--- src/rtl/thracc_pkg.sv ---
// rtl/thracc_pkg.sv - shared state type and saturating-add helper for threshold_accumulator
package thracc_pkg;

  typedef enum logic {
    ACC  = 1'b0,
    EMIT = 1'b1
  } state_e;

  localparam int unsigned MAX_ADD_W = 32;

  // Unsigned add of two values clamped to the largest value representable in 'width' bits.
  function automatic logic [MAX_ADD_W-1:0] sat_add(input logic [MAX_ADD_W-1:0] a,
                                                  input logic [MAX_ADD_W-1:0] b,
                                                  input int unsigned          width);
    logic [MAX_ADD_W:0] full;
    logic [MAX_ADD_W:0] lim;
    full = {1'b0, a} + {1'b0, b};
    lim  = ((MAX_ADD_W+1)'(1) << width) - (MAX_ADD_W+1)'(1);
    sat_add = (full > lim) ? lim[MAX_ADD_W-1:0] : full[MAX_ADD_W-1:0];
  endfunction

endpackage

--- src/rtl/threshold_accumulator_if.sv ---
// rtl/threshold_accumulator_if.sv - beat input, packet output and flush signals of threshold_accumulator
interface threshold_accumulator_if #(
  parameter int unsigned DATA_W = 8,
  parameter int unsigned SUM_W  = 10,
  parameter int unsigned CNT_W  = 5
);
  logic              valid_i;
  logic [DATA_W-1:0] data_i;
  logic              ready_o;
  logic              flush_i;
  logic              valid_o;
  logic              ready_i;
  logic [SUM_W-1:0]  sum_o;
  logic [CNT_W-1:0]  count_o;
  logic              sat_o;

  // Producer/consumer side
  modport master (
    output valid_i, data_i, flush_i, ready_i,
    input  ready_o, valid_o, sum_o, count_o, sat_o
  );

  // Accumulator side
  modport slave (
    input  valid_i, data_i, flush_i, ready_i,
    output ready_o, valid_o, sum_o, count_o, sat_o
  );
endinterface

--- src/rtl/sat_adder.sv ---
// rtl/sat_adder.sv - combinational unsigned saturating adder with overflow flag
module sat_adder #(
  parameter int unsigned W = 10
) (
  input  logic [W-1:0] a_i,
  input  logic [W-1:0] b_i,
  output logic [W-1:0] sum_o,
  output logic         ovf_o
);

  logic [W:0] raw;

  // Carry-out of the full-width add marks overflow and forces the all-ones clamp
  always_comb begin
    raw   = {1'b0, a_i} + {1'b0, b_i};
    ovf_o = raw[W];
    sum_o = raw[W] ? {W{1'b1}} : raw[W-1:0];
  end

endmodule

--- src/rtl/threshold_accumulator.sv ---
// rtl/threshold_accumulator.sv - streaming accumulator emitting sum/count/sat packets on threshold, count limit or flush
module threshold_accumulator
  import thracc_pkg::*;
#(
  parameter int unsigned DATA_W    = 8,
  parameter int unsigned SUM_W     = 10,
  parameter int unsigned THRESHOLD = 60,
  parameter int unsigned MAX_COUNT = 16,
  parameter int unsigned CNT_W     = $clog2(MAX_COUNT + 1)
) (
  input logic                    clk,
  input logic                    rst,
  threshold_accumulator_if.slave bus
);

  localparam logic [SUM_W-1:0] THR_V  = SUM_W'(THRESHOLD);
  localparam logic [CNT_W-1:0] MAXC_V = CNT_W'(MAX_COUNT);

  state_e             state_q, state_d;
  logic [SUM_W-1:0]   acc_q, acc_d;
  logic [CNT_W-1:0]   cnt_q, cnt_d;
  logic               sat_acc_q, sat_acc_d;
  logic               valid_q, valid_d;
  logic [SUM_W-1:0]   sum_q, sum_d;
  logic [CNT_W-1:0]   count_q, count_d;
  logic               sat_q, sat_d;

  logic               ready;
  logic               accept;
  logic               emit;
  logic [SUM_W-1:0]   data_ext;
  logic [SUM_W-1:0]   add_sum;
  logic               add_ovf;
  logic [SUM_W-1:0]   acc_n;
  logic [CNT_W-1:0]   cnt_n;
  logic               sat_n;

  assign data_ext = {{(SUM_W-DATA_W){1'b0}}, bus.data_i};

  sat_adder #(.W(SUM_W)) u_sat_adder (
    .a_i   (acc_q),
    .b_i   (data_ext),
    .sum_o (add_sum),
    .ovf_o (add_ovf)
  );

  // Post-beat values, emit decision and next-state for all registers
  always_comb begin
    // A pending packet drains in the same cycle a new beat may enter
    ready  = (state_q == ACC) || bus.ready_i;
    accept = bus.valid_i && ready;

    // acc/cnt are already zero in EMIT, so a drain-cycle beat starts a fresh packet
    acc_n = accept ? add_sum : acc_q;
    sat_n = sat_acc_q || (accept && add_ovf);
    cnt_n = cnt_q + CNT_W'(accept);

    // Gating with ready keeps a stalled EMIT from reacting to flush
    emit = ready && ((acc_n >= THR_V) || (cnt_n == MAXC_V) ||
                     (bus.flush_i && (cnt_n != '0)));

    state_d   = state_q;
    acc_d     = acc_n;
    cnt_d     = cnt_n;
    sat_acc_d = sat_n;
    valid_d   = valid_q;
    sum_d     = sum_q;
    count_d   = count_q;
    sat_d     = sat_q;

    if (emit) begin
      sum_d     = acc_n;
      count_d   = cnt_n;
      sat_d     = sat_n;
      valid_d   = 1'b1;
      acc_d     = '0;
      cnt_d     = '0;
      sat_acc_d = 1'b0;
      state_d   = EMIT;
    end else if ((state_q == EMIT) && bus.ready_i) begin
      valid_d = 1'b0;
      state_d = ACC;
    end
  end

  // Single register stage for FSM state, accumulator and output holding registers
  always_ff @(posedge clk) begin
    if (rst) begin
      state_q   <= ACC;
      acc_q     <= '0;
      cnt_q     <= '0;
      sat_acc_q <= 1'b0;
      valid_q   <= 1'b0;
      sum_q     <= '0;
      count_q   <= '0;
      sat_q     <= 1'b0;
    end else begin
      state_q   <= state_d;
      acc_q     <= acc_d;
      cnt_q     <= cnt_d;
      sat_acc_q <= sat_acc_d;
      valid_q   <= valid_d;
      sum_q     <= sum_d;
      count_q   <= count_d;
      sat_q     <= sat_d;
    end
  end

  assign bus.ready_o = ready;
  assign bus.valid_o = valid_q;
  assign bus.sum_o   = sum_q;
  assign bus.count_o = count_q;
  assign bus.sat_o   = sat_q;

endmodule

--- src/flat_wrapper.sv ---
// flat-port wrapper written by rule: the top's interface ports become plain ports
module threshold_accumulator_flat import thracc_pkg::*;
#(
  parameter int unsigned DATA_W    = 8,
  parameter int unsigned SUM_W     = 10,
  parameter int unsigned THRESHOLD = 60,
  parameter int unsigned MAX_COUNT = 16,
  parameter int unsigned CNT_W     = $clog2(MAX_COUNT + 1)
)
  (clk, rst, bus_valid_i, bus_data_i, bus_flush_i, bus_ready_i, bus_ready_o, bus_valid_o, bus_sum_o, bus_count_o, bus_sat_o);
  threshold_accumulator_if #(.DATA_W(DATA_W), .SUM_W(SUM_W), .CNT_W(CNT_W)) bus_i ();
  input logic clk;
  input logic rst;
  input wire logic [$bits(bus_i.valid_i)-1:0] bus_valid_i;
  input wire logic [$bits(bus_i.data_i)-1:0] bus_data_i;
  input wire logic [$bits(bus_i.flush_i)-1:0] bus_flush_i;
  input wire logic [$bits(bus_i.ready_i)-1:0] bus_ready_i;
  output wire logic [$bits(bus_i.ready_o)-1:0] bus_ready_o;
  output wire logic [$bits(bus_i.valid_o)-1:0] bus_valid_o;
  output wire logic [$bits(bus_i.sum_o)-1:0] bus_sum_o;
  output wire logic [$bits(bus_i.count_o)-1:0] bus_count_o;
  output wire logic [$bits(bus_i.sat_o)-1:0] bus_sat_o;
  assign bus_i.valid_i = bus_valid_i;
  assign bus_i.data_i = bus_data_i;
  assign bus_i.flush_i = bus_flush_i;
  assign bus_i.ready_i = bus_ready_i;
  assign bus_ready_o = bus_i.ready_o;
  assign bus_valid_o = bus_i.valid_o;
  assign bus_sum_o = bus_i.sum_o;
  assign bus_count_o = bus_i.count_o;
  assign bus_sat_o = bus_i.sat_o;
  threshold_accumulator #(.DATA_W(DATA_W), .SUM_W(SUM_W), .THRESHOLD(THRESHOLD), .MAX_COUNT(MAX_COUNT), .CNT_W(CNT_W)) u_core (.clk(clk), .rst(rst), .bus(bus_i));
endmodule
--- config.mk ---
export PLATFORM = sky130hd
export DESIGN_NAME = threshold_accumulator_flat
export DESIGN_NICKNAME = d
export VERILOG_FILES = /design/src/rtl/thracc_pkg.sv /design/src/rtl/threshold_accumulator_if.sv /design/src/rtl/sat_adder.sv /design/src/rtl/threshold_accumulator.sv /design/src/flat_wrapper.sv
export SDC_FILE = /design/constraint.sdc
export NUM_CORES = 1
export LEC_CHECK = 0
export ABC_AREA = 1
export CELL_PAD_IN_SITES_DETAIL_PLACEMENT = 1
export CELL_PAD_IN_SITES_GLOBAL_PLACEMENT = 1
export CORE_UTILIZATION = 38
export DETAILED_ROUTE_END_ITERATION = 10
export GPL_TIMING_DRIVEN = 0
export PLACE_DENSITY_LB_ADDON = 0.1
export SYNTH_ARGS = -nofsm -noshare
export SYNTH_HDL_FRONTEND = slang
export SYNTH_SLANG_ARGS = --single-unit
--- constraint.sdc ---
create_clock -name clk -period 4.5 [get_ports clk]
set_clock_uncertainty 0.15 [all_clocks]
set_input_delay 1.35 -clock clk [delete_from_list [all_inputs] [get_ports clk]]
set_output_delay 1.35 -clock clk [all_outputs]
set_load 0.01 [all_outputs]
==> impl_summary.log, run 1 <==
[metrics] run status: finished, final reports clean
[metrics] worst r2r path cells: 19
[metrics] total number of clock tree sinks: 33
[metrics] number of instances in the synthesized netlist: 279
[metrics] endpoint of the worst-slack reg-to-reg timing path: u_core.cnt_q[4]
[metrics] Sw Share: 36.2%
[metrics] post-synthesis simple-gate area fraction: 38.7%
[metrics] category of the most critical setup path: in -> out
[metrics] CTS root buffer: clkbuf_8
[metrics] gr usage total: 21.1%
[metrics] area inside the core boundary: 4790 µm²
[metrics] Global Route met3 Usage: 3.73%
[metrics] register bit total from synthesis: 33
[metrics] via count of the first global-routing pass: 1796
[metrics] Final #Nets: 340
[metrics] crit path cell chain: clkdlybuf4s50_1 -> inv_1 -> nand2_2 -> buf_4 -> buf_4 -> clkdlybuf4s50_1
[metrics] share of post-route cells with drive strength above 1: 14.2%
[metrics] GRT busiest layer: met2
[metrics] post-synthesis mux area share: 0%
[metrics] largest stage delay on the critical path: 0.55 ns
[metrics] clock transition at the register clock pins on the worst setup and hold paths after CTS: 0.07 ns
[metrics] Synth warnings: 0
[metrics] count of TritonRoute iterations in the first routing pass: 4
[metrics] cell area after placement: 2310 µm²
[metrics] count of buffers inserted at the top-level ports: 30
[metrics] R2R setup slack: 1.41 ns
[metrics] # Max-Cap Violations: 0
[metrics] final worst-path cycle share: 97.6%
[metrics] syn_area_per_cell: 6.90 µm²
[metrics] y dimension of the die: 73.2 µm
[metrics] number of antenna violations at the first check in global routing: 0
[metrics] met2 routing resource usage after global routing: 34.9%
[metrics] achievable clock frequency: 228 MHz
[metrics] Clock Path Buffers: 2
[metrics] diodes inserted: 0
[metrics] critical path required time: 3.00 ns
[metrics] total I/O pin count: 31
[metrics] DRC viols: 0
[metrics] insertion delay to the later sink of the worst-skew pair: 0.28 ns
[metrics] count of non-filler cells in the finished layout: 383
[metrics] leading cell type in the layout, fill and taps excluded: nand2_1
[metrics] dpl hpwl: 3890 µm
[metrics] area fraction in compound gates after synthesis: 8.84%
[metrics] Hold Path Class: reg -> reg
[metrics] global-route congestion overflow total: 0
[metrics] Std-Cell Rows: 25
[metrics] Setup-failing EPs final: 0
[metrics] worst setup slack before clock tree synthesis: -0.397 ns
[metrics] combined area of all synthesized cells: 1930 µm²
[metrics] crit end category: primary output
[metrics] combinational family with the most area after synthesis: simple AND/OR/NAND/NOR gates
[metrics] aggregate routed wire length: 5120 µm
[metrics] routed len/inst: 13.4 µm
[metrics] static power due to leakage: 1.16 nW
[metrics] Die Footprint: 5360 µm²
[metrics] worst flop-to-flop path startpoint: u_core.state_q
[metrics] chip width: 73.2 µm
[metrics] final weighted congestion of routability-driven global placement: 0.789
[metrics] clock network power share: 23.0%
[metrics] adder-cell share of the synthesized area: 7.54%
[metrics] combinational cell fraction of total power: 40.6%
[metrics] Final Core Density: 50.7%
[metrics] number of H-tree levels: 2
[metrics] maximum number of pins on one net before global-route repair: 11
[metrics] Initial DRC Count: 56
[metrics] Design Power: 0.995 mW
[metrics] TritonCTS clock tree: yes
[metrics] Max rail drop VDD: 229 µV
[metrics] Worst Setup Start Kind: input pin
[metrics] instance count after placement with tap cells included: 376
[metrics] end point of the critical path: bus_ready_o
[metrics] sequential element share of the synthesized area: 34.3%
[metrics] global-route wire length before repair: 8360 µm
[metrics] Layout Area Growth over Synthesis: 26.0%
[metrics] Net Sw Power: 0.360 mW
[metrics] commonest non-fill, non-tap cells in the layout: nand2_1, nor2_1, dfxtp_1, inv_1
[metrics] max-slew violation count: 0
[metrics] count of distinct cell types in the synthesized netlist: 34
[metrics] Syn Nets: 303
[metrics] total clock buffers created by CTS: 5
[metrics] total internal power: 0.635 mW
[metrics] number of routed nets with antenna violations: 0
[metrics] Worst path slowest cell: clkdlybuf4s50_1
[metrics] shortest clock period the worst path allows after layout: 4.39 ns
[metrics] post-DR vias/cell: 4.78
[metrics] Hold Vio Cnt, Final: 0
[metrics] Max FO, Critical Path: 10
[metrics] Critical Path AT: 2.89 ns
[metrics] met1 routing resource usage after global routing: 28.2%
[metrics] # hold bufs at CTS: 0
[metrics] effective utilization at floorplan: 40.2%
[metrics] Synth Area in XOR/XNOR: 1.36%
[metrics] vias after detailed routing: 1830
[metrics] P per Cell Area: 410 nW/µm²
[metrics] worst setup path start: bus_ready_i
[metrics] worst setup margin: 0.107 ns
[metrics] fraction of power consumed by sequential logic: 36.4%
[metrics] setup repair after global routing missed its margin: false
[metrics] final design area excluding fillers: 2430 µm²
[metrics] transition at the pin with the smallest max-transition slack: 0.486 ns
[metrics] Slew Limit Headroom: 67.6%
worst max-delay path: cells and delay by family:
kind | cells | cell delay (ns)
AND/OR/NAND/NOR | 1 | 0.12
buffers and inverters | 5 | 1.42
sequential cells by signal, indices dropped and copies added (netlist names):
register            cells
u_core.sat_acc_q        1
u_core.bus.sum_o       10
u_core.bus.sat_o        1
u_core.acc_q           10
u_core.cnt_q            5
u_core.state_q          1
u_core.bus.count_o      5
metrics by stage:
step	TNS (ns)	hold slack (ns)
4_1_cts	0	0.336
3_3_place_gp	-0.841	0.315
5_1_grt	0	0.357
3_5_place_dp	-2.60	0.318
2_1_floorplan	0	0.299
6_report	0	0.330
worst min-delay path by stage:
| stage | startpoint | to | slack, ns | cells after the start |
|---|---|---|---|---|
| 6_report | u_core.bus.sat_o | u_core.bus.sat_o | 0.33 | 2 |
| 5_1_grt | u_core.bus.sum_o[8] | u_core.bus.sum_o[8] | 0.36 | 2 |
| 4_1_cts | u_core.sat_acc_q | u_core.sat_acc_q | 0.34 | 2 |
| 3_5_place_dp | u_core.sat_acc_q | u_core.sat_acc_q | 0.32 | 2 |
| 3_3_place_gp | u_core.bus.sum_o[5] | u_core.bus.sum_o[5] | 0.31 | 2 |
| 2_1_floorplan | u_core.sat_acc_q | u_core.sat_acc_q | 0.30 | 2 |
power by group through the flow:
stage	Combinational (mW)	Clock (mW)	Sequential, mW
final	0.403	0.229	0.362
after global routing	0.453	0.243	0.368
after CTS	0.405	0.230	0.363
after detailed placement	0.399	0	0.369
after global placement	0.391	0	0.368
after floorplan	0.234	0	0.382
cells in the mapped netlist (all sizes together):
cell	instances	share of area (%)
a21oi	17	4.6
and2	1	0.33
buf	5	1.8
clkbuf	3	0.58
clkinv	1	0.19
dfxtp	33	34
fa	1	1.0
ha	10	6.5
inv	34	6.6
nand2	72	15
nand3	33	9.7
nand3b	1	0.39
nand4	2	0.97
nor2	48	11
nor3	2	0.52
o21ai	6	1.9
o21bai	2	1.2
o22a	1	0.45
o22ai	2	0.65
or2	2	0.65
xor2	3	1.4
logic make-up after synthesis:
logic type,after synthesis
DFF,33
xor gates and xnor gates,3
and+or+nand+nor,161
AOI/OAI and AO/OA,28
adders and majority gates,11
buffers and inverters,43
area by class of cell:
type,count,area (µm²)
Clock buffer,7,86.3
Tap cell,67,83.8
Multi-Input combinational cell,203,1110
Fill cell,627,2360
Sequential cell,33,661
Timing Repair Buffer,30,300
Buffer,8,56.3
Inverter,35,131
routing by layer:
layer | share of wire, % | routed length, µm
met4 | 0.96 | 49
met5 | 0 | 0
met1 | 50 | 2580
met2 | 47 | 2380
met3 | 2.0 | 103
what timing repair did:
action | CTS | global route
endpoints found under the setup margin | 1 | 28
setup buffers | 0 | 0
gates resized for setup | 4 | 7
No activity file was read; power rests on OpenSTA's default activity.
==> inputs of run 2 (changes only) <==
- SKIP_CTS_REPAIR_TIMING: default -> 1
==> results of run 2 <==
Same layout as run 1: the final DEF is identical, and so are final timing and power.
==> inputs of run 3 (changes only) <==
- CAP_MARGIN: default -> 15
==> results of run 3 <==
Same layout as run 1: the final DEF is identical, and so are final timing and power.
